`config.mk`:
```
export PLATFORM = sky130hd
export DESIGN_NAME = game_sequencer
export DESIGN_NICKNAME = d
export VERILOG_FILES = /design/src/rtl/game_sequencer.sv
export SDC_FILE = /design/constraint.sdc
export NUM_CORES = 1
export LEC_CHECK = 0
export CELL_PAD_IN_SITES_DETAIL_PLACEMENT = 1
export CELL_PAD_IN_SITES_GLOBAL_PLACEMENT = 2
export CORE_UTILIZATION = 34
export CTS_CLUSTER_SIZE = 30
export DETAILED_ROUTE_END_ITERATION = 16
export MAX_ROUTING_LAYER = met4
export PLACE_DENSITY_LB_ADDON = 0.1
export SYNTH_ARGS = -nofsm -noshare
export SYNTH_HDL_FRONTEND = slang
export SYNTH_SLANG_ARGS = --single-unit
```
`constraint.sdc`:
```
create_clock -name clk -period 3.14 [get_ports clk]
set_input_delay 0.628 -clock clk [delete_from_list [all_inputs] [get_ports clk]]
set_output_delay 0.628 -clock clk [all_outputs]
set_load 0.05 [all_outputs]
```
`src/rtl/game_sequencer.sv`:
```
// ---------------------------------------------------------------------------
// game_sequencer
//
// Top-level controller for the VGA dodge game. Owns the IDLE/PLAY/PAUSE/OVER
// state machine, derives the movement `frame` tick from vertical-sync falling
// edges at a level-dependent rate, keeps the BCD score and speed level, and
// issues the one-clock restart pulse used by the player and bullet movers.
//
// Parameters
//   BASE_PERIOD : vsync edges per frame tick at level 0 (>= 2)
//   SCORE_DIV   : frame ticks per score point (>= 1)
//   BLINK_DIV   : vsync edges per blink toggle while in OVER
//
// Ports
//   clk      in   system clock
//   rst      in   synchronous, active-high reset
//   vs_n     in   internal vertical sync, active-low
//   start    in   debounced start button level
//   frz      in   freeze / pause level
//   collide  in   player-bullet collision level
//   state    out  0 IDLE, 1 PLAY, 2 PAUSE, 3 OVER
//   frame    out  one-clock movement tick
//   play_rst out  one-clock restart pulse for the movers
//   score    out  4-digit BCD score (saturates at 9999)
//   level    out  speed level, saturating at min(3, BASE_PERIOD-1)
//   over     out  high while in OVER
//   blink    out  display flash toggled while in OVER
//   hiscore  out  best BCD score
//
// Build option
//   GAME_SEQ_HISCORE_EN : when defined, `hiscore` captures the best score on
//                         each entry to OVER and survives restarts (cleared
//                         only by rst). When undefined, `hiscore` is 0.
// ---------------------------------------------------------------------------
module game_sequencer #(
    parameter int BASE_PERIOD = 4,
    parameter int SCORE_DIV   = 8,
    parameter int BLINK_DIV   = 32
) (
    input  logic        clk,
    input  logic        rst,
    input  logic        vs_n,
    input  logic        start,
    input  logic        frz,
    input  logic        collide,
    output logic [1:0]  state,
    output logic        frame,
    output logic        play_rst,
    output logic [15:0] score,
    output logic [1:0]  level,
    output logic        over,
    output logic        blink,
    output logic [15:0] hiscore
);

    localparam int VB_W    = $clog2(BASE_PERIOD + 1);
    localparam int FR_W    = (SCORE_DIV > 1) ? $clog2(SCORE_DIV + 1) : 1;
    localparam int BL_W    = (BLINK_DIV > 1) ? $clog2(BLINK_DIV + 1) : 1;
    localparam int LVL_MAX = (BASE_PERIOD - 1 < 3) ? BASE_PERIOD - 1 : 3;

    typedef enum logic [1:0] {
        S_IDLE  = 2'd0,
        S_PLAY  = 2'd1,
        S_PAUSE = 2'd2,
        S_OVER  = 2'd3
    } state_t;

    // -----------------------------------------------------------------------
    // Registers and their next-state values
    // -----------------------------------------------------------------------
    state_t            state_q, state_d;
    logic              vs_q, st_q;
    logic [VB_W-1:0]   vb_cnt, vb_d;
    logic [FR_W-1:0]   fr_cnt, fr_d;
    logic [BL_W-1:0]   bl_cnt, bl_d;
    logic [15:0]       score_q, score_d;
    logic [1:0]        level_q, level_d;
    logic              lvl_inc, lvl_inc_d;
    logic              frame_q, frame_d;
    logic              play_rst_q, play_rst_d;
    logic              blink_q, blink_d;
    logic              over_q, over_d;

    // Edge detectors on the raw inputs against their registered copies.
    logic vedge, sedge;
    assign vedge = vs_q & ~vs_n;
    assign sedge = ~st_q & start;

    // Frame period shrinks by one vsync edge per level, never below one.
    logic [VB_W-1:0] lvl_ext, period;
    logic            tick_due;
    assign lvl_ext  = VB_W'(level_q);
    assign period   = (lvl_ext >= VB_W'(BASE_PERIOD)) ? VB_W'(1)
                                                     : VB_W'(BASE_PERIOD) - lvl_ext;
    // ">=" rather than "==" so a count left above a freshly shortened period
    // still wraps instead of running round the whole counter.
    assign tick_due = vedge && (vb_cnt >= period - VB_W'(1));

    // Four-digit BCD increment, holding at 9999.
    function automatic logic [15:0] bcd_inc(input logic [15:0] v);
        logic [15:0] r;
        logic        carry;
        r     = v;
        carry = 1'b1;
        if (v != 16'h9999) begin
            for (int i = 0; i < 4; i++) begin
                if (carry) begin
                    if (r[4*i +: 4] == 4'd9) begin
                        r[4*i +: 4] = 4'd0;
                    end else begin
                        r[4*i +: 4] = r[4*i +: 4] + 4'd1;
                        carry       = 1'b0;
                    end
                end
            end
        end
        return r;
    endfunction

    // -----------------------------------------------------------------------
    // Next-state and datapath logic
    // -----------------------------------------------------------------------
    always_comb begin
        // NOTE: every signal assigned here gets a default first so no path
        // leaves it unassigned; otherwise synthesis infers a latch.
        state_d    = state_q;
        vb_d       = vb_cnt;
        fr_d       = fr_cnt;
        bl_d       = bl_cnt;
        score_d    = score_q;
        level_d    = level_q;
        lvl_inc_d  = 1'b0;
        frame_d    = 1'b0;
        play_rst_d = 1'b0;
        blink_d    = blink_q;

        // A units-digit wrap seen last clock raises the level now.
        if (lvl_inc && (level_q < 2'(LVL_MAX)))
            level_d = level_q + 2'd1;

        case (state_q)
            S_IDLE: begin
                score_d = '0;
                level_d = '0;
                vb_d    = '0;
                fr_d    = '0;
                bl_d    = '0;
                blink_d = 1'b0;
                if (sedge) begin
                    state_d    = S_PLAY;
                    play_rst_d = 1'b1;
                end
            end

            S_PLAY: begin
                if (collide) begin
                    // Collision wins over a due tick and any pending score step.
                    state_d = S_OVER;
                end else begin
                    // Score follows the frame issued on the previous clock.
                    if (frame_q) begin
                        if (fr_cnt == FR_W'(SCORE_DIV - 1)) begin
                            fr_d      = '0;
                            score_d   = bcd_inc(score_q);
                            lvl_inc_d = (score_q != 16'h9999) && (score_q[3:0] == 4'd9);
                        end else begin
                            fr_d = fr_cnt + FR_W'(1);
                        end
                    end

                    if (frz) begin
                        // A vsync edge on the way into PAUSE is dropped.
                        state_d = S_PAUSE;
                    end else if (vedge) begin
                        if (tick_due) begin
                            vb_d    = '0;
                            frame_d = 1'b1;
                        end else begin
                            vb_d = vb_cnt + VB_W'(1);
                        end
                    end
                end
            end

            S_PAUSE: begin
                if (!frz)
                    state_d = S_PLAY;
            end

            S_OVER: begin
                if (sedge) begin
                    state_d    = S_PLAY;
                    play_rst_d = 1'b1;
                    score_d    = '0;
                    level_d    = '0;
                    vb_d       = '0;
                    fr_d       = '0;
                    bl_d       = '0;
                    blink_d    = 1'b0;
                end else if (vedge) begin
                    if (bl_cnt == BL_W'(BLINK_DIV - 1)) begin
                        bl_d    = '0;
                        blink_d = ~blink_q;
                    end else begin
                        bl_d = bl_cnt + BL_W'(1);
                    end
                end
            end

            default: state_d = S_IDLE;
        endcase

        over_d = (state_d == S_OVER);
    end

    // -----------------------------------------------------------------------
    // State register
    // -----------------------------------------------------------------------
    // NOTE: sequential state uses non-blocking assignments so every register
    // samples the pre-edge values, independent of statement order.
    always_ff @(posedge clk) begin
        if (rst) begin
            state_q    <= S_IDLE;
            vs_q       <= 1'b0;
            st_q       <= 1'b0;
            vb_cnt     <= '0;
            fr_cnt     <= '0;
            bl_cnt     <= '0;
            score_q    <= '0;
            level_q    <= '0;
            lvl_inc    <= 1'b0;
            frame_q    <= 1'b0;
            play_rst_q <= 1'b0;
            blink_q    <= 1'b0;
            over_q     <= 1'b0;
        end else begin
            state_q    <= state_d;
            vs_q       <= vs_n;
            st_q       <= start;
            vb_cnt     <= vb_d;
            fr_cnt     <= fr_d;
            bl_cnt     <= bl_d;
            score_q    <= score_d;
            level_q    <= level_d;
            lvl_inc    <= lvl_inc_d;
            frame_q    <= frame_d;
            play_rst_q <= play_rst_d;
            blink_q    <= blink_d;
            over_q     <= over_d;
        end
    end

    // -----------------------------------------------------------------------
    // Best score
    // -----------------------------------------------------------------------
`ifdef GAME_SEQ_HISCORE_EN
    logic [15:0] hiscore_q;

    // Packed BCD orders the same as binary, so a plain compare suffices.
    always_ff @(posedge clk) begin
        if (rst)
            hiscore_q <= '0;
        else if ((state_q == S_PLAY) && (state_d == S_OVER) && (score_q > hiscore_q))
            hiscore_q <= score_q;
    end

    assign hiscore = hiscore_q;
`else
    assign hiscore = 16'h0000;
`endif

    assign state    = state_q;
    assign frame    = frame_q;
    assign play_rst = play_rst_q;
    assign score    = score_q;
    assign level    = level_q;
    assign over     = over_q;
    assign blink    = blink_q;

endmodule
```
==> metrics.md, run 1 <==
| Metric | Value |
|---|---|
| Outcome | finished, final reports clean |
| Synth Area per Inst | 8.58 sq um |
| Ant diodes | 0 |
| Drt total wl | 6.52 mm |
| # rows | 31 |
| CP endpoint kind | register |
| Synth Instances | a little under 300 |
| Crit path required time | 3.30 ns |
| Core area | 0.00725 sq mm |
| Antenna-violating nets left | 0 |
| Post-CTS setup buffers | 0 |
| Final Instance Area | slightly below 0.003 sq mm |
| Total track usage | a little under a fifth |
| LEAKAGE | 0.00111 uW |
| DRC errors left | 0 |
| CTS tree | built |
| EDFF count, synth | 0 |
| IO Port Bufs | 29 |
| Post-synth cell types | 57 |
| CTS Hold Bufs | 0 |
| First-pass GRT wire length | about 11 mm |
| DRT iter0 DRCs | 61 |
| Maximum vdd drop | 0.000408 V |
| CP Class | in2reg |
| Rel. slew slack | 52.1% |
| Layout area overhead | 17.0% |
| Net Sw Power | between 700 and 800 uW |
| Primary FF master, synth | dfxtp_1 |
| Shortest period the worst path allows | 2.41 ns |
| Tcrit/Tclk final | about 77% |
| Max-Cap Viols | 0 |
| Top cells by area, synth | dfxtp_1, ha_1, buf_4 |
| Initial antenna violation count | 0 |
| Switching share of power | between 40% and 50% |
| Clk sink count | 40 |
| Clock Power Share | 22.4% |
| Yosys warnings | 0 |
| Die width | 88.4 um |
| CP Data Arrival Time | about 2.6 ns |
| Area of the multi-input gates | around 0.0016 sq mm |
| Fillers | 892 |
| Asr flop ratio synth | 0% |
| Yosys top cell area share | 31.5% |
| Max FO, Critical Path | 7 |
| Register area | between 800 and 900 sq um |
| Routability Congestion | between 0.7 and 0.8 |
| CP startpoint kind | primary input |
| Sequential power share | 33.8% |
| Max Fclk | 0.415 GHz |
| Longest Clk Path Bufs | 2 |
| Cell accounting for the most synthesized area | dfxtp_1 |
| Vias | 2,191 |
| Most instantiated cells after synthesis | dfxtp_1, ha_1, nand2_1, inv_1 |
| Final Setup Violations | 0 |
| CTS resizes | 0 |
| Worst slew pin tran | 0.709 ns |
| Final nets | 352 |
| RSZ-0062 raised after global routing | false |
| Final Slew Violations | 0 |
| TNS Setup | 0 ns |
| DP HPWL | 4.85 mm |
| Layout cells sized above 1 | 7.69% |
| Pre-Repair DR Iteration Count | 4 |
| Largest net degree at the start of global routing | 25 |
| Int Pwr | 935 uW |
| Setup Skew | slightly below 0.006 ns |
| Reg clk slew, reported paths | 0.08 ns |
| Grt ovf | 0 |
| Yosys reg bits | 40 |
| Cell Area, Placed | 0.00288 sq mm |
| Initial Util | a little over a third |
| Most frequent cell after synthesis | dfxtp_1 |
| Clock Latency Late Sink | 0.29 ns |
| I/O pin count | 46 |
| Die H | between 80 and 90 um |
| Power share of the combinational group | 43.9% |
| Sequential share of the synthesized area | 31.5% |
| H-tree levels | 2 |
| Syn Std Cell Area | 0.00254 sq mm |
| Vias in the first global route | 2,126 |
| Clock root buffer | clkbuf_8 |
| Final hold violation count | 0 |
| Die area | between 0.007 and 0.008 sq mm |
| HP Class | reg2reg |
| Via/cell ratio | just over 5 |
| Inserted Clock Buffers | 5 |
| PwrDens | 554 mW/mm^2 |
| Wire length per cell | around 15 um |
## sequential cells by signal (all words and copies together), names as in the netlist, 2 cells and up
| register | flops |
|---|---|
| bl_cnt | 6 |
| fr_cnt | 4 |
| level | 2 |
| score | 16 |
| state | 2 |
| vb_cnt | 3 |
## worst paths after layout
check                               start        end  slack [ns]  cells after the start
worst max-delay path              collide  score[14]        0.73                      5
worst min-delay path            vb_cnt[0]  vb_cnt[0]        0.48                      2
worst max register to register  fr_cnt[0]  score[14]        0.94                      5
worst min register to register  vb_cnt[0]  vb_cnt[0]        0.48                      2
## layout make-up
cell class                      count  area share [%]
Multi-Input combinational cell    225            52.5
Sequential cell                    40            26.9
Timing Repair Buffer               34            11.0
Tap cell                           99            4.17
Clock buffer                        6            2.78
Inverter                           18            2.27
Clock inverter                      2           0.337
## stage by stage
step,total power (uW),hold slack [ns],std cells,worst slack [ns],utilization [%]
2_1_floorplan,1110,0.447,311,0.776,-
3_5_place_dp,1290,0.474,416,0.382,39.7
3_3_place_gp,1300,0.460,416,0.497,39.7
4_1_cts,1670,0.486,424,0.712,41.0
5_1_grt,1770,0.521,424,0.643,41.0
6_report,1650,0.485,424,0.732,41.0
## critical path, stage by stage
cell and delay, ns:
clkdlybuf4s50_1 0.49, nor2b_1 0.23, a41oi_1 0.36, o41ai_1 0.67, o221ai_1 0.19
## power groups by stage
| stage | combinational, uW | clock, uW | sequential, uW |
|---|---|---|---|
| 2_1_floorplan | 488 | 0 | 621 |
| 3_3_place_gp | 731 | 0 | 567 |
| 3_5_place_dp | 726 | 0 | 568 |
| 4_1_cts | 731 | 383 | 556 |
| 5_1_grt | 804 | 405 | 562 |
| 6_report | 722 | 368 | 555 |
## cells by family (layout without fill, tap and decap cells)
logic type	after synthesis	in the layout	synth area share, %
buf+inv	46	60	9.26
mux	6	6	2.56
xor+xnor	3	3	1.03
compound gates	70	70	20.3
other cells	1	16	0.148
flops	40	40	31.5
simple gates	108	108	24.3
fa+ha+maj	22	22	10.8
## layer usage
metal	vias to the layer above	track usage (%)	share of wire, %
met5	-	-	0
met4	0	4.84	0.97
met3	5	2.80	3.1
met2	35	27.5	43
met1	1040	26.4	53
li1	1111	-	-
## placed cells by master (no fill, tap or decap), types with 3 or more instances in the layout
cell | Yosys | layout
nor2_1 | 16 | 16
nand3b_1 | 3 | 3
conb_1 | 1 | 16
mux2_2 | 4 | 4
clkbuf_8 | 0 | 6
nand4b_1 | 3 | 3
a311oi_1 | 3 | 3
ha_1 | 22 | 22
clkdlybuf4s50_1 | 0 | 29
nor4_1 | 3 | 3
or3_1 | 7 | 7
dfxtp_1 | 40 | 40
nand2_1 | 21 | 21
a21o_1 | 3 | 3
inv_1 | 18 | 18
a221o_1 | 4 | 4
a21oi_1 | 15 | 15
nand3_1 | 8 | 8
xnor2_1 | 3 | 3
o21ai_0 | 6 | 6
nand4_1 | 3 | 3
nand2b_1 | 9 | 9
o41ai_1 | 4 | 4
a31oi_1 | 6 | 6
nor2b_1 | 8 | 8
nor3_1 | 10 | 10
o2111ai_1 | 3 | 3
buf_4 | 16 | 5
and3b_1 | 3 | 3
o31ai_1 | 5 | 5
(Power assumes the default switching activity.)
==> run 2: changes to the inputs <==
CORE_UTILIZATION = 28   (was 34)
clock period = 2.2 ns   (was 3.14 ns; I/O delays follow)
==> run 2 against run 1 <==
Final cell count increased by 9.7%. Setup slack got worse by 0.58 ns. Critical endpoint is now vb_cnt[2]. Global-route usage decreased by 2.9 points. Cell area increased by 9.3%.
==> metrics.md, run 2 (synthesis results as in run 1) <==
| Metric | Value |
|---|---|
| Outcome | finished, final reports clean (unchanged) |
| Grt ovf | 0 (unchanged) |
| Die width | 97.2 um (was 88.4 um) |
| Final nets | 385 (was 352) |
| Clk sink count | 40 (unchanged) |
| Initial Util | 29.0% (was 35.0%) |
| Rel. slew slack | 65.0% (was 52.1%) |
| Final hold violation count | 0 (unchanged) |
| Final Slew Violations | 0 (unchanged) |
| Most frequent cells in the layout | buf_4, dfxtp_1, clkdlybuf4s50_1 (was dfxtp_1, clkdlybuf4s50_1, ha_1) |
| CTS Hold Bufs | 0 (unchanged) |
| CP Class | in2reg (unchanged) |
| Worst hold slack | 0.480 ns (was 0.485 ns) |
| H-tree levels | 2 (unchanged) |
| Initial antenna violation count | 0 (unchanged) |
| Max FFs per register | 16 (unchanged) |
| Die area | 0.00946 sq mm (was 0.00782 sq mm) |
| Pre-Repair DR Iteration Count | 4 (unchanged) |
| Max FO, Critical Path | 4 (was 7) |
| Total track usage | 15.8% (was 18.6%) |
| Inserted Clock Buffers | 5 (unchanged) |
| Fillers | 1,046 (was 892) |
| Reg clk slew, reported paths | 0.08 ns (about the same) |
| Layout cells sized above 1 | 17.6% (was 7.69%) |
| Vias | 2,374 (was 2,191) |
| Area of the multi-input gates | 0.00157 sq mm (was 0.00156 sq mm) |
| Max Fclk | 0.487 GHz |
| DRC errors left | 0 (unchanged) |
| I/O pin count | 46 (unchanged) |
| First-pass GRT wire length | 11.9 mm (was 10.8 mm) |
| Setup Skew | 0.00656 ns (was 0.00581 ns) |
| Maximum vdd drop | 0.000243 V (was 0.000408 V) |
| Shortest period the worst path allows | 2.05 ns |
| Ant diodes | 0 (unchanged) |
| Clock root buffer | clkbuf_8 (unchanged) |
| RSZ-0062 raised after global routing | false (unchanged) |
| Post-Route Utilization | 37.1% (was 41.0%) |
| Final Setup Violations | 0 (unchanged) |
| Longest Clk Path Bufs | 2 (unchanged) |
| Routability Congestion | 0.767 (was 0.756) |
| CTS tree | built (unchanged) |
| TNS Setup | 0 ns (unchanged) |
| Drt total wl | 6.91 mm (was 6.52 mm) |
| Final setup margin | 0.148 ns (was 0.732 ns) |
| Die H | 97.2 um (was 88.4 um) |
| Clock Latency Late Sink | 0.29 ns (about the same) |
| DP HPWL | 5.40 mm (was 4.85 mm) |
| Largest net degree at the start of global routing | 15 (was 25) |
| Layout area overhead | 27.9% (was 17.0%) |
| Tcrit/Tclk final | between 90% and 100% |
| CP startpoint kind | primary input (unchanged) |
| Wire length per cell | 14.9 um (was 15.4 um) |
| Crit path required time | 2.43 ns (was 3.30 ns) |
| DRT iter0 DRCs | 63 (was 61) |
| PwrDens | 818 mW/mm^2 (was 554 mW/mm^2) |
| Max-Cap Viols | 0 (unchanged) |
| CP endpoint kind | register (unchanged) |
| Post-CTS setup buffers | 0 (unchanged) |
| # rows | 34 (was 31) |
| Register area | 807 sq um (was 801 sq um) |
| Via/cell ratio | 5.11 (was 5.17) |
| IO Port Bufs | 29 (unchanged) |
| Core area | 0.00876 sq mm (was 0.00725 sq mm) |
| Worst slew pin tran | 0.522 ns (was 0.709 ns) |
| CTS resizes | 0 (unchanged) |
| Commonest non-fill, non-tap cell in the layout | buf_4 (was dfxtp_1) |
| Post-placement setup slack | -0.214 ns (was 0.382 ns) |
| Vias in the first global route | 2,391 (was 2,126) |
| Power after layout | 2660 uW (was 1650 uW) |
| CP Data Arrival Time | 2.28 ns (was 2.57 ns) |
| HP Class | reg2reg (unchanged) |
| LEAKAGE | 0.00128 uW (was 0.00111 uW) |
| Antenna-violating nets left | 0 (unchanged) |
## run 2: changes by cell type in the layout (fill, tap and decap cells not counted), sizes merged
cell    before  now
clkinv       2    0
clkbuf       6    7
buf          5   38
## run 2: stage by stage
stage | std cells | area (sq um)
after floorplan | 311 | 2600
after global placement | 458 | 3150
after detailed placement | 458 | 3150
after CTS | 465 | 3240
after global routing | 465 | 3250
final | 465 | 3250
## run 2: critical path, stage by stage
cell and delay, ns:
clkdlybuf4s50_1 0.50, or4b_1 0.60, a2111oi_2 0.42, nand4b_1 0.15, a31oi_1 0.17
## run 2: cell type report
class | count | area share (%)
timing repair buffer | 67 | 17.7
inverter | 18 | 2.08
multi-input combinational | 225 | 48.2
clock buffer | 7 | 2.96
sequential | 40 | 24.8
tap | 108 | 4.16
## run 2: worst paths after layout
path,from,endpoint,slack (ns),cells past startpoint
max,collide,vb_cnt[2],0.15,5
min,vb_cnt[0],vb_cnt[0],0.48,2
max reg2reg,fr_cnt[0],score[7],0.19,5
min reg2reg,vb_cnt[0],vb_cnt[0],0.48,2
## run 2: routing by layer
layer | routed length (um) | GRT usage, %
met5 | 0 | -
met2 | 3020 | 24.5
met4 | 71 | 3.96
met3 | 222 | 2.66
met1 | 3600 | 21.3
## run 2: report_power, final
group | switching (uW) | internal (uW)
sequential | 34.3 | 762
combinational | 779 | 536
clock | 265 | 280
total | 1080 | 1580
